`src/rtl/mux81_pkg.sv`:
```
// Shared constants, state encoding and helpers for the 8-requester mux arbiter.
package mux81_pkg;
  localparam int N_REQ = 8;
  localparam int SEL_W = 3;

  typedef enum logic {
    ST_IDLE  = 1'b0,
    ST_GRANT = 1'b1
  } state_t;

  localparam logic [SEL_W-1:0] PTR_RST = 3'd7;
  localparam logic [SEL_W-1:0] SEL_RST = 3'd0;

  function automatic logic [N_REQ-1:0] onehot(input logic [SEL_W-1:0] idx);
    logic [N_REQ-1:0] v;
    v      = '0;
    v[idx] = 1'b1;
    return v;
  endfunction
endpackage

```
`src/rtl/mux81_rr_pick.sv`:
```
// Combinational round-robin pick: first set request scanning from ptr+1 around to ptr.
module mux81_rr_pick
  import mux81_pkg::*;
(
  input  logic [N_REQ-1:0] req,
  input  logic [SEL_W-1:0] ptr,
  output logic             found,
  output logic [SEL_W-1:0] idx
);

  logic [SEL_W-1:0] cand;

  always_comb begin
    found = 1'b0;
    idx   = '0;
    cand  = '0;
    // k = 8 wraps to ptr itself, so a lone current grantee is re-picked last
    for (int k = 1; k <= N_REQ; k++) begin
      cand = ptr + SEL_W'(k);
      if (!found && req[cand]) begin
        found = 1'b1;
        idx   = cand;
      end
    end
  end

endmodule

```
`src/rtl/mux81_rr_arbiter.sv`:
```
// Round-robin arbiter driving the 8:1 mux select, with per-grant hold limit and registered data.
// Optional MUX81_ARB_LOCK_EN adds a lock input that suppresses hold expiry.
//
// state    | meaning
// ST_IDLE  | no grant, gnt = 0, sel keeps last value
// ST_GRANT | one requester granted, cnt counts cycles of the current grant
module mux81_rr_arbiter
  import mux81_pkg::*;
#(
  parameter int HOLD_MAX = 4,
  parameter int CNT_W    = 4
) (
  input  logic             clk,
  input  logic             rst_n,
`ifdef MUX81_ARB_LOCK_EN
  input  logic             lock,
`endif
  input  logic [N_REQ-1:0] req,
  input  logic [N_REQ-1:0] data,
  output logic [SEL_W-1:0] sel,
  output logic [N_REQ-1:0] gnt,
  output logic             y,
  output logic             y_valid,
  output logic             busy
);

  localparam logic [CNT_W-1:0] HOLD_LIM = CNT_W'(HOLD_MAX);

  state_t           state;
  logic [SEL_W-1:0] ptr;
  logic [CNT_W-1:0] cnt;
  logic             found;
  logic [SEL_W-1:0] idx;
  logic             under_lim;
  logic             hold_ok;

  mux81_rr_pick u_pick (
    .req   (req),
    .ptr   (ptr),
    .found (found),
    .idx   (idx)
  );

  assign under_lim = (cnt < HOLD_LIM);
`ifdef MUX81_ARB_LOCK_EN
  assign hold_ok = under_lim || lock;
`else
  assign hold_ok = under_lim;
`endif

  assign busy = (state == ST_GRANT);

  always_ff @(posedge clk or negedge rst_n) begin
    if (!rst_n) begin
      state <= ST_IDLE;
      ptr   <= PTR_RST;
      sel   <= SEL_RST;
      cnt   <= '0;
      gnt   <= '0;
    end else begin
      case (state)
        ST_IDLE: begin
          if (found) begin
            state <= ST_GRANT;
            gnt   <= onehot(idx);
            sel   <= idx;
            ptr   <= idx;
            cnt   <= CNT_W'(1);
          end else begin
            gnt <= '0;
          end
        end
        default: begin
          if (req[ptr] && hold_ok) begin
            // saturates at the limit while locked
            if (under_lim) cnt <= cnt + CNT_W'(1);
          end else if (found) begin
            gnt <= onehot(idx);
            sel <= idx;
            ptr <= idx;
            cnt <= CNT_W'(1);
          end else begin
            state <= ST_IDLE;
            gnt   <= '0;
            cnt   <= '0;
          end
        end
      endcase
    end
  end

  always_ff @(posedge clk or negedge rst_n) begin
    if (!rst_n) begin
      y       <= 1'b0;
      y_valid <= 1'b0;
    end else begin
      if (busy) y <= data[sel];
      y_valid <= busy;
    end
  end

endmodule

```
`config.mk`:
```
export PLATFORM = sky130hd
export DESIGN_NAME = mux81_rr_arbiter
export DESIGN_NICKNAME = d
export VERILOG_FILES = /design/src/rtl/mux81_pkg.sv /design/src/rtl/mux81_rr_pick.sv /design/src/rtl/mux81_rr_arbiter.sv
export SDC_FILE = /design/constraint.sdc
export NUM_CORES = 1
export LEC_CHECK = 0
export ABC_CLOCK_PERIOD_IN_PS = 9800
export CAP_MARGIN = 40
export CELL_PAD_IN_SITES_DETAIL_PLACEMENT = 0
export CELL_PAD_IN_SITES_GLOBAL_PLACEMENT = 1
export CORE_ASPECT_RATIO = 1.2
export CORE_MARGIN = 8
export CORE_UTILIZATION = 40
export CTS_CLUSTER_DIAMETER = 120
export CTS_CLUSTER_SIZE = 28
export DETAILED_ROUTE_END_ITERATION = 8
export GPL_TIMING_DRIVEN = 0
export PLACE_DENSITY = 0.82
export SYNTH_ARGS = -nofsm -noshare
export SYNTH_HDL_FRONTEND = slang
export SYNTH_SLANG_ARGS = --single-unit
```
`constraint.sdc`:
```
create_clock -name clk -period 9.8 [get_ports clk]
set_clock_uncertainty 0.15 [all_clocks]
set_input_delay 1.96 -clock clk [delete_from_list [all_inputs] [get_ports clk]]
set_output_delay 1.96 -clock clk [all_outputs]
set_load 0.01 [all_outputs]
```
**Word-level counts from Yosys, hierarchy flattened**

Index checks and enable logic that the tools add are counted.

- $add $sub $neg: 8
- $lt $le $gt $ge: 12
- Equal/unequal tests: 2
- Multiplexer cells: 53
- Reductions and logical operators: 18

Operator list:

| kind | count |
|---|---|
| 3-bit two-way mux | 14 |
| 3-bit by 4-bit less-than comparator with 1-bit output, second input constant | 10 |
| 1-bit binary-select mux with 3-bit select | 9 |
| 8-bit two-way mux | 3 |
| 1-bit two-way mux | 22 |
| 4-bit two-way mux | 4 |
| 3-bit adder, second input constant | 4 |
| 1-bit logical AND | 9 |
| 1-bit logical NOT | 7 |
| 3-bit by 2-bit adder with 3-bit output, second input constant | 2 |
| 4-bit by 1-bit adder with 4-bit output, second input constant | 1 |
| 4-bit by 3-bit less-than comparator with 1-bit output, second input constant | 1 |
| 3-bit by 1-bit adder with 3-bit output, second input constant | 1 |
| 1-bit demux with 3-bit select | 1 |
| 3-bit by 1-bit >= comparator with 1-bit output, second input constant | 1 |
| 3-bit != test, second input constant | 1 |
| 2-bit != test, second input constant | 1 |
| 2-bit AND reduction | 1 |
| 2-bit nonzero test | 1 |

- Register bits after elaboration: 21
- Output and inout port bits: 14
- Word-level logic and storage cells: 100

**Longest topological paths before layout**

Gate-level depths: netlist of the first run.

- Word-level depth: 32
- Gate-level depth with buffers: 12
- Mapped depth without buffers: 9

**Modules after synthesis**

Synthesis of the first run repeated with hierarchy kept, for this count alone.

- Cells, all modules: 173
- Area, all modules: 1,805.5 sq um

Modules (own cells, without submodules):

| module | instances | cells each | area each (sq um) | sequential area each (sq um) |
|---|---|---|---|---|
| mux81_rr_arbiter | 1 | 80 | 1,019.7 | 529.3 |
| mux81_rr_pick | 1 | 93 | 785.8 | 0.0 |

**Least setup slack after synthesis of the first run**

Ideal clock, no wire load.

- Kind: input-to-reg
- Start: input port req[5]
- End: register gnt[0]
- Library setup time: 121 ps
- Arrival: 3,884 ps
- Data required time: 9,529 ps
- Setup slack: 5,645 ps
- Stages: 7
- Buffers on the path: 0
- Path through: mux4_2 -> mux2_4 -> nor4_4 -> nand3_1 -> a32oi_2 -> nor2_1 -> a22o_1

- Word-level cells in the longest chain between the ends: 31
- Elaborated cells on any way between the ends: 56
- Those cells by class: order compare (2); eq/ne (1); mux (37); reduce/logical (16)

RTL lines:

| element | line | source |
|---|---|---|
| from (decl) | mux81_rr_arbiter.sv:18 | `input logic [N_REQ-1:0] req,` |
| 1-bit binary-select mux with 3-bit select | mux81_rr_pick.sv:20 | `if (!found && req[cand]) begin` |
| 1-bit two-way mux (implied by the code) | mux81_rr_pick.sv:20 |  |
| 1-bit two-way mux | mux81_rr_pick.sv:20 |  |
| 1-bit logical NOT | mux81_rr_pick.sv:20 |  |
| 1-bit logical AND | mux81_rr_pick.sv:20 |  |
| 1-bit two-way mux | mux81_rr_pick.sv:20 |  |
| 1-bit logical NOT | mux81_rr_pick.sv:20 |  |
| 1-bit logical AND | mux81_rr_pick.sv:20 |  |
| (+15 left out) | -- |  |
| 3-bit two-way mux | mux81_rr_pick.sv:20 |  |
| 3-bit by 4-bit less-than comparator with 1-bit output (implied by the code) or 3-bit by 1-bit >= comparator with 1-bit output (tied branches) | mux81_pkg.sv:17 | `v[idx] = 1'b1;` |
| 1-bit logical AND (implied by the code) | mux81_pkg.sv:17 |  |
| 1-bit two-way mux (implied by the code) | mux81_pkg.sv:17 |  |
| 1-bit demux with 3-bit select | mux81_pkg.sv:17 |  |
| 8-bit two-way mux | mux81_rr_arbiter.sv:63, mux81_rr_arbiter.sv:77 |  |
| 8-bit two-way mux | mux81_rr_arbiter.sv:74 | `if (req[ptr] && hold_ok) begin` |
| 8-bit two-way mux | mux81_rr_arbiter.sv:61 | `case (state)` |
| to (signal assigned) | mux81_rr_arbiter.sv:65 | `gnt <= onehot(idx);` |
| to (signal assigned) | mux81_rr_arbiter.sv:78 | `gnt <= onehot(idx);` |
| to (decl) | mux81_rr_arbiter.sv:21 | `output logic [N_REQ-1:0] gnt,` |

Parallel ways exist; a longest one is shown, timed or not. The select of a mux whose other input is x is not followed.
A chain may end at the register's enable or synchronous reset.

**Final worst setup path of the first run**

- Start: input port req[7]
- End: register gnt[0]

The elaborated chain is that of the path after synthesis.

==> summary.md, run 1 <==
| Metric | Value |
|---|---|
| CP Launch Point | `req[7]` |
| Hold Path Origin | `busy$_DFF_PN0_` |
| Vias per cell | `5.96` |
| Longest Clk Path Bufs | `2` |
| # DRC | `0` |
| Detailed Routing Iterations Pass 1 | `4` |
| Initial antenna violation count | `0` |
| Layout cells sized above 1 | `20.0%` |
| IO Pins | `32` |
| RD Place Congestion | `0.893` |
| First-pass GRT wire length | `8.01 mm` |
| FF+latch count, synth | `21` |
| Max Freq | `0.208 GHz` |
| Type of the worst min-delay path | `reg2reg` |
| Initial core utilization | `42.0%` |
| Row count | `26` |
| Area growth syn-to-layout | `24.5%` |
| Synth Flop Type | `dfrtp_1` |
| CTS sink cnt | `21` |
| Die height | `89.6 um` |
| Final setup viols | `0` |
| CTS root buf | `clkbuf_8` |
| Worst Setup Start Kind | `input port` |
| Vias in the first global route | `1,689` |
| Max Cap Viol | `0` |
| Netlist cell types | `53` |
| Die area | `0.00693 mm2` |
| Fin crit period | `4.81 ns` |
| DPL Wire Length | `3.83 mm` |
| Critical Path AT | `4.81 ns` |
| Type of the worst setup path | `in2reg` |
| Async set-reset flop share out of synthesis | `100%` |
| Slew headroom | `43.7%` |
| Syn nets | `195` |
| Final hold violations | `0` |
| Final WL | `4.74 mm` |
| Initial DRC count | `73` |
| RSZ-0062 raised after global routing | `false` |
| Core area | `0.00429 mm2` |
| CTS tree | `done` |
| Vias | `1,585` |
| Crit end category | `register` |
| Nets | `232` |
| # diodes | `0` |
| Synthesized area | `0.00181 mm2` |
| Remaining global-route overflow | `0` |
| Final ANT Viol Nets | `0` |
| EDFF count, synth | `0` |
| Clock transition at path regs | `0.08 ns` |
| Worst slew pin tran | `0.841 ns` |
| Worst flop-to-flop path startpoint | `ptr[0]$_DFFE_PN1P_` |
| Warnings, synthesis | `0` |
| WL/cell | `17.8 um` |
| Slew Limit Fails | `0` |
| H-tree levels | `1` |
| Setup Total Neg Slack | `0 ns` |
| CTS hold repair buffers | `0` |
| Fin crit share | `49.1%` |
| Seq/Total Area, Yosys | `29.3%` |
| TritonCTS buffer count | `3` |
| IO Port Bufs | `31` |
| Die X | `77.3 um` |
| Max FO, Critical Path | `10` |
| # resized after CTS | `0` |
| Pin count of the biggest net entering global routing | `21` |
| Post-synthesis instance total | `174` |
| Worst-skew pair later-pin latency | `0.26 ns` |
| GRT Util Overall | `13.9%` |
| Post-Syn Area per Cell | `10.4 um2` |
| Outcome | `finished, final reports clean` |
| Worst path required time | `9.80 ns` |
| Setup Fix Bufs, Post-CTS | `0` |
cells in the final DEF (no fill, tap or decap), drive strengths merged, types with 5 or more instances in the layout:
master,count
a21oi,5
buf,7
clkbuf,5
clkdlybuf4s50,31
dfrtp,18
mux2,12
mux2i,11
mux4,12
nand2,19
nand3,6
nor2,8
o21ai,11
Yosys cell counts (3+ instances only):
| library cell | count | share of area, % |
|---|---|---|
| a22o_1 | 4 | 1.9 |
| dfstp_2 | 3 | 4.4 |
| a21oi_1 | 5 | 1.4 |
| ha_1 | 3 | 2.1 |
| nand3_1 | 5 | 1.4 |
| nor2_1 | 8 | 1.7 |
| o21a_1 | 3 | 1.2 |
| mux4_2 | 12 | 15 |
| mux2_2 | 11 | 6.9 |
| o21ai_1 | 7 | 1.9 |
| dfrtp_1 | 18 | 25 |
| mux2i_1 | 11 | 6.1 |
| nand2_1 | 19 | 4.0 |
| nor2b_1 | 3 | 1.0 |
| nand2b_1 | 4 | 1.4 |
| o21ai_0 | 4 | 1.1 |
| inv_1 | 4 | 0.83 |
path summary, 6_finish.rpt:
| path | endpoint | slack, ns | cells past startpoint |
|---|---|---|---|
| worst max-delay path | gnt[0]$_DFFE_PN0N_ | 4.99 | 8 |
| max in group asynchronous | ptr[0]$_DFFE_PN1P_ | 7.36 | 2 |
| min in group asynchronous | sel[0]$_DFFE_PN0P_ | 1.72 | 1 |
| worst max register to register | gnt[0]$_DFFE_PN0N_ | 5.56 | 12 |
| worst min register to register | y_valid$_DFF_PN0_ | 0.32 | 0 |
| worst min-delay path | y_valid$_DFF_PN0_ | 0.32 | 0 |
sequential cells by signal (all words and copies together) (netlist names):
register and count:
ptr 3, gnt 8, y 1, cnt 4, sel 3, busy 1
y_valid 1
stage by stage:
stage / hold slack [ns] / utilization [%] / instance area (um2) / setup WS, ns / instances
2_1_floorplan: 0.305 / - / 1810 / 5.64 / 174
3_3_place_gp: 0.320 / 50.9 / 2190 / 4.78 / 261
3_5_place_dp: 0.319 / 51.3 / 2200 / 4.72 / 262
4_1_cts: 0.337 / 52.3 / 2250 / 5.01 / 266
5_1_grt: 0.353 / 52.3 / 2250 / 4.91 / 266
6_report: 0.325 / 52.3 / 2250 / 4.99 / 266
critical path, cell delays in order:
cell	delay, ns
clkdlybuf4s50_1	0.51
mux4_2	0.61
mux2_2	0.36
nor4_4	0.46
a31oi_2	0.35
nand3_2	0.26
nor2_1	0.09
a22o_1	0.21
area by class of cell:
class | instances | area [um2]
flip-flops and latches | 21 | 529
well taps | 56 | 70.1
clock inverters | 1 | 5.00
clock buffers | 3 | 41.3
inverters | 4 | 15.0
fillers | 415 | 2050
plain buffers | 8 | 47.5
repair buffers | 32 | 325
multi-input cells | 141 | 1210
layer usage:
layer | vias to the layer above | routed length, um | GRT usage (%) | part of all wire (%)
li1 | 749 | - | - | -
met1 | 772 | 2080 | 15.7 | 44
met2 | 58 | 2350 | 25.5 | 50
met3 | 6 | 254 | 2.49 | 5.4
met4 | 0 | 49 | 5.50 | 1.0
met5 | - | 0 | 0 | 0
cells by family (layout without fill, tap and decap cells):
family                   Yosys count  in the layout  share of synthesized area (%)
AO/OA/AOI/OAI                     47             47                           19.1
XOR/XNOR                           4              4                           1.94
adder cells (fa/ha/maj)            3              3                           2.08
buffers and inverters             12             48                           3.46
flip-flops                        21             21                           29.3
multiplexers                      35             35                           28.8
AND/OR/NAND/NOR                   52             52                           15.3
Power of run 1 is left out: the tool's default activity adds up to more than one toggle a clock period on the data nets, which glitch-free logic cannot reach.
==> inputs of run 2 (changes only) <==
--- a/config.mk
+++ b/config.mk
@@ -5,18 +5,18 @@
 export SDC_FILE = /design/constraint.sdc
 export NUM_CORES = 1
 export LEC_CHECK = 0
-export ABC_CLOCK_PERIOD_IN_PS = 9800
+export ABC_CLOCK_PERIOD_IN_PS = 4400
 export CAP_MARGIN = 40
 export CELL_PAD_IN_SITES_DETAIL_PLACEMENT = 0
 export CELL_PAD_IN_SITES_GLOBAL_PLACEMENT = 1
 export CORE_ASPECT_RATIO = 1.2
 export CORE_MARGIN = 8
-export CORE_UTILIZATION = 40
+export CORE_UTILIZATION = 37
 export CTS_CLUSTER_DIAMETER = 120
 export CTS_CLUSTER_SIZE = 28
 export DETAILED_ROUTE_END_ITERATION = 8
 export GPL_TIMING_DRIVEN = 0
-export PLACE_DENSITY = 0.82
+export PLACE_DENSITY = 0.8
 export SYNTH_ARGS = -nofsm -noshare
 export SYNTH_HDL_FRONTEND = slang
 export SYNTH_SLANG_ARGS = --single-unit
==> constraint.sdc (replaced) <==
create_clock -name clk -period 4.4 [get_ports clk]
set_clock_uncertainty 0.15 [all_clocks]
set_input_delay 0.88 -clock clk [delete_from_list [all_inputs] [get_ports clk]]
set_output_delay 0.88 -clock clk [all_outputs]
set_load 0.01 [all_outputs]
==> summary.md, run 2 (synthesis results as in run 1) <==
| Metric | Value |
|---|---|
| Outcome | `finished, final reports clean` |
| Type of the worst setup path | `reg2reg` |
| Area after DPL | `0.00221 mm2 (+0.23%)` |
| Initial DRC count | `54 (-26%)` |
| Area growth syn-to-layout | `24.8%` |
| Core area | `0.00483 mm2 (+13%)` |
| Vias per cell | `5.78 (-3.0%)` |
| Max FFs per register | `8 (unchanged)` |
| Initial core utilization | `37.3% (-4.7 points)` |
| Worst path required time | `4.40 ns (-5.40 ns)` |
| Worst Setup Start Kind | `register` |
| Initial antenna violation count | `0 (unchanged)` |
| Most frequent cells in the layout | `clkdlybuf4s50_1 (31), nand2_1 (19), dfrtp_1 (18), mux4_2 (12)` |
| Layout cells sized above 1 | `20.5% (+0.48 points)` |
| Register area | `529 um2 (unchanged)` |
| IO Pins | `32 (unchanged)` |
| Slew Limit Fails | `0 (unchanged)` |
| CP peak stage delay | `0.55 ns (-0.06 ns)` |
| Fillers | `491 (+18%)` |
| Fin crit share | `91.0%` |
| H-tree levels | `1 (unchanged)` |
| RD Place Congestion | `0.817 (-8.5%)` |
| Type of the worst min-delay path | `reg2reg` |
| Worst slew pin tran | `0.649 ns (-0.193 ns)` |
| Setup Total Neg Slack | `0 ns (unchanged)` |
| # diodes | `0 (unchanged)` |
| Pin count of the biggest net entering global routing | `18 (-14%)` |
| Worst-path cell chain | `buf_6 -> buf_2 -> inv_1 -> ha_1 -> clkbuf_2 -> mux4_2 -> or2_2 -> nor4_4 -> nand3_1 -> a32oi_2 -> nor2_1 -> a22o_1` |
| # DRC | `0 (unchanged)` |
| Final Instance Area | `0.00225 mm2 (+0.28%)` |
| Critical Path AT | `4.01 ns (-0.80 ns)` |
| Crit end category | `register` |
| Die height | `92.5 um (+3.3%)` |
| Nets | `232 (unchanged)` |
| Largest registers | `gnt x8, cnt x4` |
| Vias in the first global route | `1,546 (-8.5%)` |
| Worst-skew pair later-pin latency | `0.26 ns (about the same)` |
| RSZ-0062 raised after global routing | `false` |
| Final ANT Viol Nets | `0 (unchanged)` |
| Max Freq | `0.250 GHz` |
| Longest Clk Path Bufs | `2 (unchanged)` |
| Top reg by flops | `gnt` |
| Final WL | `4.47 mm (-5.7%)` |
| CTS hold repair buffers | `0 (unchanged)` |
| Multi-input gate area | `0.00121 mm2 (unchanged)` |
| WL/cell | `16.6 um (-7.1%)` |
| GRT Util Overall | `12.4% (-1.5 points)` |
| Final setup viols | `0 (unchanged)` |
| Max Cap Viol | `0 (unchanged)` |
| Setup Fix Bufs, Post-CTS | `0 (unchanged)` |
| Vias | `1,560 (-1.6%)` |
| Slew headroom | `55.5% (+12 points)` |
| Row count | `28 (+7.7%)` |
| Remaining global-route overflow | `0 (unchanged)` |
| Slowest CP cell | `dfstp_2` |
| Clock transition at path regs | `0.07 ns (about the same)` |
| CTS sink cnt | `21 (unchanged)` |
| First-pass GRT wire length | `7.42 mm (-7.4%)` |
| CTS tree | `done` |
| TritonCTS buffer count | `3 (unchanged)` |
| Die X | `79.8 um (+3.2%)` |
| Detailed Routing Iterations Pass 1 | `4 (unchanged)` |
| Final hold violations | `0 (unchanged)` |
| IO Port Bufs | `31 (unchanged)` |
| Fin crit period | `4.00 ns` |
| Max FO, Critical Path | `10 (unchanged)` |
| Die area | `0.00738 mm2 (+6.5%)` |
| CTS root buf | `clkbuf_8` |
| DPL Wire Length | `3.64 mm (-5.1%)` |
| Most common cell after layout, fill and taps aside | `clkdlybuf4s50_1` |
-- run 2: changes by cell type in the layout (fill, tap and decap cells not counted) --
cell	delta
clkbuf_2	+1
buf_1	-1
-- run 2: worst max-delay path: cells and delay by family (launching register included) --
kind,cells,cell delay [ns]
mux,1,0.39
simple gates,4,1.04
flops,1,0.55
fa+ha+maj,1,0.37
compound gates,2,0.57
buf+inv,4,0.82
-- run 2: area by class of cell --
cell class | count | share of cell area, %
Tap cell | 60 | 3.33
Buffer | 8 | 2.17
Clock inverter | 1 | 0.222
Timing Repair Buffer | 32 | 14.4
Sequential cell | 21 | 23.5
Clock buffer | 3 | 1.83
Inverter | 4 | 0.666
Multi-Input combinational cell | 141 | 53.9
-- run 2: path summary, 6_finish.rpt --
path	slack, ns	from	end	cells after the start
min reg2reg	0.32	busy$_DFF_PN0_	y_valid$_DFF_PN0_	0
min	0.32	busy$_DFF_PN0_	y_valid$_DFF_PN0_	0
max	0.40	ptr[0]$_DFFE_PN1P_	gnt[2]$_DFFE_PN0N_	12
min in group asynchronous	0.70	rst_n	cnt[1]$_DFFE_PN0P_	1
max reg2reg	0.40	ptr[0]$_DFFE_PN1P_	gnt[2]$_DFFE_PN0N_	12
max in group asynchronous	2.94	rst_n	ptr[0]$_DFFE_PN1P_	2
-- run 2: metrics by stage --
step / setup WS, ns / cells / utilization, % / hold slack [ns]
floorplan: 0.762 / 174 / - / 0.305
global placement: 0.262 / 265 / 45.3 / 0.315
detailed placement: 0.226 / 266 / 45.6 / 0.313
CTS: 0.198 / 270 / 46.6 / 0.328
global route: 0.109 / 270 / 46.6 / 0.349
finish: 0.397 / 270 / 46.6 / 0.323
-- run 2: timing repair --
action | 4_1_cts | 5_1_grt
endpoints found under the setup margin | 0 | 10
endpoints found under the hold margin | 0 | 0
resized for setup | 0 | 1
-- run 2: layer usage --
layer	vias to the layer above	global-route usage [%]	share of wire, %
li1	750	-	-
met1	749	15.2	44
met2	52	20.4	47
met3	9	1.26	5.3
met4	0	7.29	3.2
met5	-	0	0
Power of run 2 is left out for the same reason.
==> inputs of run 3 (changes only) <==
--- a/config.mk
+++ b/config.mk
@@ -5,18 +5,19 @@
 export SDC_FILE = /design/constraint.sdc
 export NUM_CORES = 1
 export LEC_CHECK = 0
+export ABC_AREA = 1
 export ABC_CLOCK_PERIOD_IN_PS = 4400
 export CAP_MARGIN = 40
 export CELL_PAD_IN_SITES_DETAIL_PLACEMENT = 0
 export CELL_PAD_IN_SITES_GLOBAL_PLACEMENT = 1
 export CORE_ASPECT_RATIO = 1.2
 export CORE_MARGIN = 8
-export CORE_UTILIZATION = 37
+export CORE_UTILIZATION = 35
 export CTS_CLUSTER_DIAMETER = 120
 export CTS_CLUSTER_SIZE = 28
 export DETAILED_ROUTE_END_ITERATION = 8
 export GPL_TIMING_DRIVEN = 0
-export PLACE_DENSITY = 0.8
+export PLACE_DENSITY = 0.81
 export SYNTH_ARGS = -nofsm -noshare
 export SYNTH_HDL_FRONTEND = slang
 export SYNTH_SLANG_ARGS = --single-unit
==> summary.md, run 3 <==
| Metric | Value |
|---|---|
| Outcome | `finished, final reports clean` |
| Max Freq | `0.314 GHz (+26%)` |
| Worst Setup Start Kind | `register` |
| Dpl cells | `328 (+23%)` |
| Top cells by area, synth | `dfrtp_1 (25%), nand2_1 (14%), nand3_2 (8.4%)` |
| Largest registers | `gnt x8, cnt x4` |
| Netlist cell types | `38 (-28%)` |
| Max FFs per register | `8 (unchanged)` |
| Worst-skew pair later-pin latency | `0.26 ns (about the same)` |
| CP peak stage delay | `0.54 ns (about the same)` |
| Wl on met1 | `1.81 mm (-8.3%)` |
| DPL Wire Length | `3.50 mm (-3.9%)` |
| FF+latch count, synth | `21 (unchanged)` |
| Area growth syn-to-layout | `24.9% (about the same)` |
| Most frequent cell after synthesis | `nand2_1` |
| Die height | `94.4 um (+2.1%)` |
| Top Metal Used | `met4` |
| Finished Layout Cells | `332 (+23%)` |
| Final ANT Viol Nets | `0 (unchanged)` |
| TritonCTS buffer count | `3 (unchanged)` |
| Type of the worst setup path | `reg2reg` |
| Post-synth top area cell | `dfrtp_1` |
| Warnings, synthesis | `0 (unchanged)` |
| H-tree levels | `1 (unchanged)` |
| Worst-path cell chain | `buf_2 -> inv_2 -> ha_1 -> buf_4 -> inv_1 -> nand3_2 -> nand3_2 -> nand2_4 -> nor2_4 -> nand4_4 -> nor2_8 -> nand3_4 -> nand2_4 -> inv_4 -> nand3_4 -> inv_2 -> nand2_1 -> nand2_1` |
| Vias per cell | `4.83 (-16%)` |
| Final WL | `4.18 mm (-6.5%)` |
| Detailed Routing Iterations Pass 1 | `4 (unchanged)` |
| Synth Flop Type | `dfrtp_1` |
| Top reg by flops | `gnt` |
| Final setup viols | `0 (unchanged)` |
| Setup Total Neg Slack | `0 ns (unchanged)` |
| Most frequent cells in the layout | `nand2_1 (68), clkdlybuf4s50_1 (31), nand3_1 (26), inv_1 (21), dfrtp_1 (18)` |
| CTS hold repair buffers | `0 (unchanged)` |
| Post-synthesis instance total | `236 (+36%)` |
| Initial core utilization | `36.3% (-1.0 points)` |
| WL/cell | `12.6 um (-24%)` |
| Initial antenna violation count | `0 (unchanged)` |
| Nets | `294 (+27%)` |
| Type of the worst min-delay path | `reg2reg` |
| RD Place Congestion | `0.853 (+4.4%)` |
| CTS root buf | `clkbuf_8` |
| CTS tree | `done` |
| Syn nets | `257 (+32%)` |
| Leading post-synthesis cells by instance count | `nand2_1 (68), nand3_1 (26), inv_1 (21)` |
| First-pass GRT wire length | `7.44 mm (+0.28%)` |
| RSZ-0062 raised after global routing | `false` |
| Vias | `1,602 (+2.7%)` |
| Metal2 WL | `2.08 mm (-1.5%)` |
| Die area | `0.00768 mm2 (+4.1%)` |
| Met3 WL | `205 um (-14%)` |
| Crit end category | `register` |
| Async set-reset flop share out of synthesis | `100% (unchanged)` |
| GRT Util Overall | `11.9% (-0.53 points)` |
| Util after Layout | `45.4% (-1.2 points)` |
| Crit-path leading delay family | `simple AND/OR/NAND/NOR gates` |
| Worst slew pin tran | `0.395 ns (-0.254 ns)` |
| Seq/Total Area, Yosys | `29.5% (+0.18 points)` |
| Max FO, Critical Path | `10 (unchanged)` |
| Vias in the first global route | `1,690 (+9.3%)` |
| IO Pins | `32 (unchanged)` |
| Core area | `0.00494 mm2 (+2.2%)` |
| EDFF count, synth | `0 (unchanged)` |
| Fin crit share | `72.4% (-19 points)` |
| Longest Clk Path Bufs | `2 (unchanged)` |
| Row count | `28 (unchanged)` |
| Slowest CP cell | `dfstp_2` |
| Final hold violations | `0 (unchanged)` |
| Post-Syn Area per Cell | `7.60 um2 (-27%)` |
| Max Cap Viol | `0 (unchanged)` |
| Die X | `81.4 um (+2.0%)` |
| Synthesized area | `0.00179 mm2 (-0.62%)` |
| IO Port Bufs | `31 (unchanged)` |
| Worst path required time | `4.40 ns (about the same)` |
| Top cell type's share of synthesized area | `25.1% (+0.16 points)` |
| Pin count of the biggest net entering global routing | `15 (-3)` |
| Most common cell after layout, fill and taps aside | `nand2_1` |
| CTS sink cnt | `21 (unchanged)` |
| Fillers | `509 (+3.7%)` |
| Clock transition at path regs | `0.08 ns (about the same)` |
| Fin crit period | `3.19 ns (-0.817 ns)` |
| Slew headroom | `73.6% (+18 points)` |
| Initial DRC count | `43 (-20%)` |
| # diodes | `0 (unchanged)` |
| Critical Path AT | `3.19 ns (-0.82 ns)` |
| Setup Fix Bufs, Post-CTS | `0 (unchanged)` |
| # resized after CTS | `0 (unchanged)` |
| Layout cells sized above 1 | `21.7% (+1.2 points)` |
| # DRC | `0 (unchanged)` |
| Slew Limit Fails | `0 (unchanged)` |
| Remaining global-route overflow | `0 (unchanged)` |
| Critical path buffers and inverters | `6 (+2)` |
-- run 3: path summary, 6_finish.rpt --
check                      slack, ns          startpoint  cells past startpoint                 end
max                             1.21  ptr[1]$_DFFE_PN1P_                     18  gnt[5]$_DFFE_PN0N_
min                             0.32      busy$_DFF_PN0_                      0   y_valid$_DFF_PN0_
max reg2reg                     1.21  ptr[1]$_DFFE_PN1P_                     18  gnt[5]$_DFFE_PN0N_
min reg2reg                     0.32      busy$_DFF_PN0_                      0   y_valid$_DFF_PN0_
max in group asynchronous       2.92               rst_n                      2  gnt[3]$_DFFE_PN0N_
min in group asynchronous       0.75               rst_n                      1  sel[2]$_DFFE_PN0P_
-- run 3: cells by family (layout without fill, tap and decap cells) --
kind of cell    count (synthesis)  count (layout)  share of synthesized area [%]
compound gates                 26              26                           9.41
xor+xnor                        3               3                           1.88
fa+ha+maj                       3               3                           2.09
buf+inv                        34              70                           9.13
flops                          21              21                           29.5
mux                             2               2                           1.12
simple gates                  147             147                           46.9
-- run 3: stage by stage --
stage	hold slack, ns	area (um2)	worst slack [ns]
4_1_cts	0.330	2240	1.18
2_1_floorplan	0.317	1790	1.63
3_5_place_dp	0.312	2190	1.22
6_report	0.315	2240	1.21
5_1_grt	0.346	2240	0.966
3_3_place_gp	0.306	2180	1.23
-- run 3: worst reg2reg max path, stage by stage (launching register included) --
cell	delay (ns)
dfstp_2	0.54
buf_2	0.27
inv_2	0.15
ha_1	0.30
buf_4	0.17
inv_1	0.19
nand3_2	0.13
nand3_2	0.12
nand2_4	0.08
nor2_4	0.15
nand4_4	0.13
nor2_8	0.18
nand3_4	0.10
nand2_4	0.09
inv_4	0.06
nand3_4	0.11
inv_2	0.05
nand2_1	0.06
nand2_1	0.05
-- run 3: routing by layer --
| layer | GRT usage (%) | up-vias |
|---|---|---|
| met5 | 0 | - |
| li1 | - | 848 |
| met4 | 4.18 | 0 |
| met2 | 22.5 | 34 |
| met1 | 12.8 | 711 |
| met3 | 1.62 | 9 |
-- run 3: cell type report --
cell class              count  area, um2  area share [%]
plain buffers               6       53.8            2.40
clock buffers               3       41.3            1.84
well taps                  60       75.1            3.35
repair buffers             32        325            14.5
clock inverters             1       5.00           0.223
multi-input cells         181       1100            49.1
inverters                  28        110            4.91
flip-flops and latches     21        529            23.6
Power of run 3 is left out for the same reason.
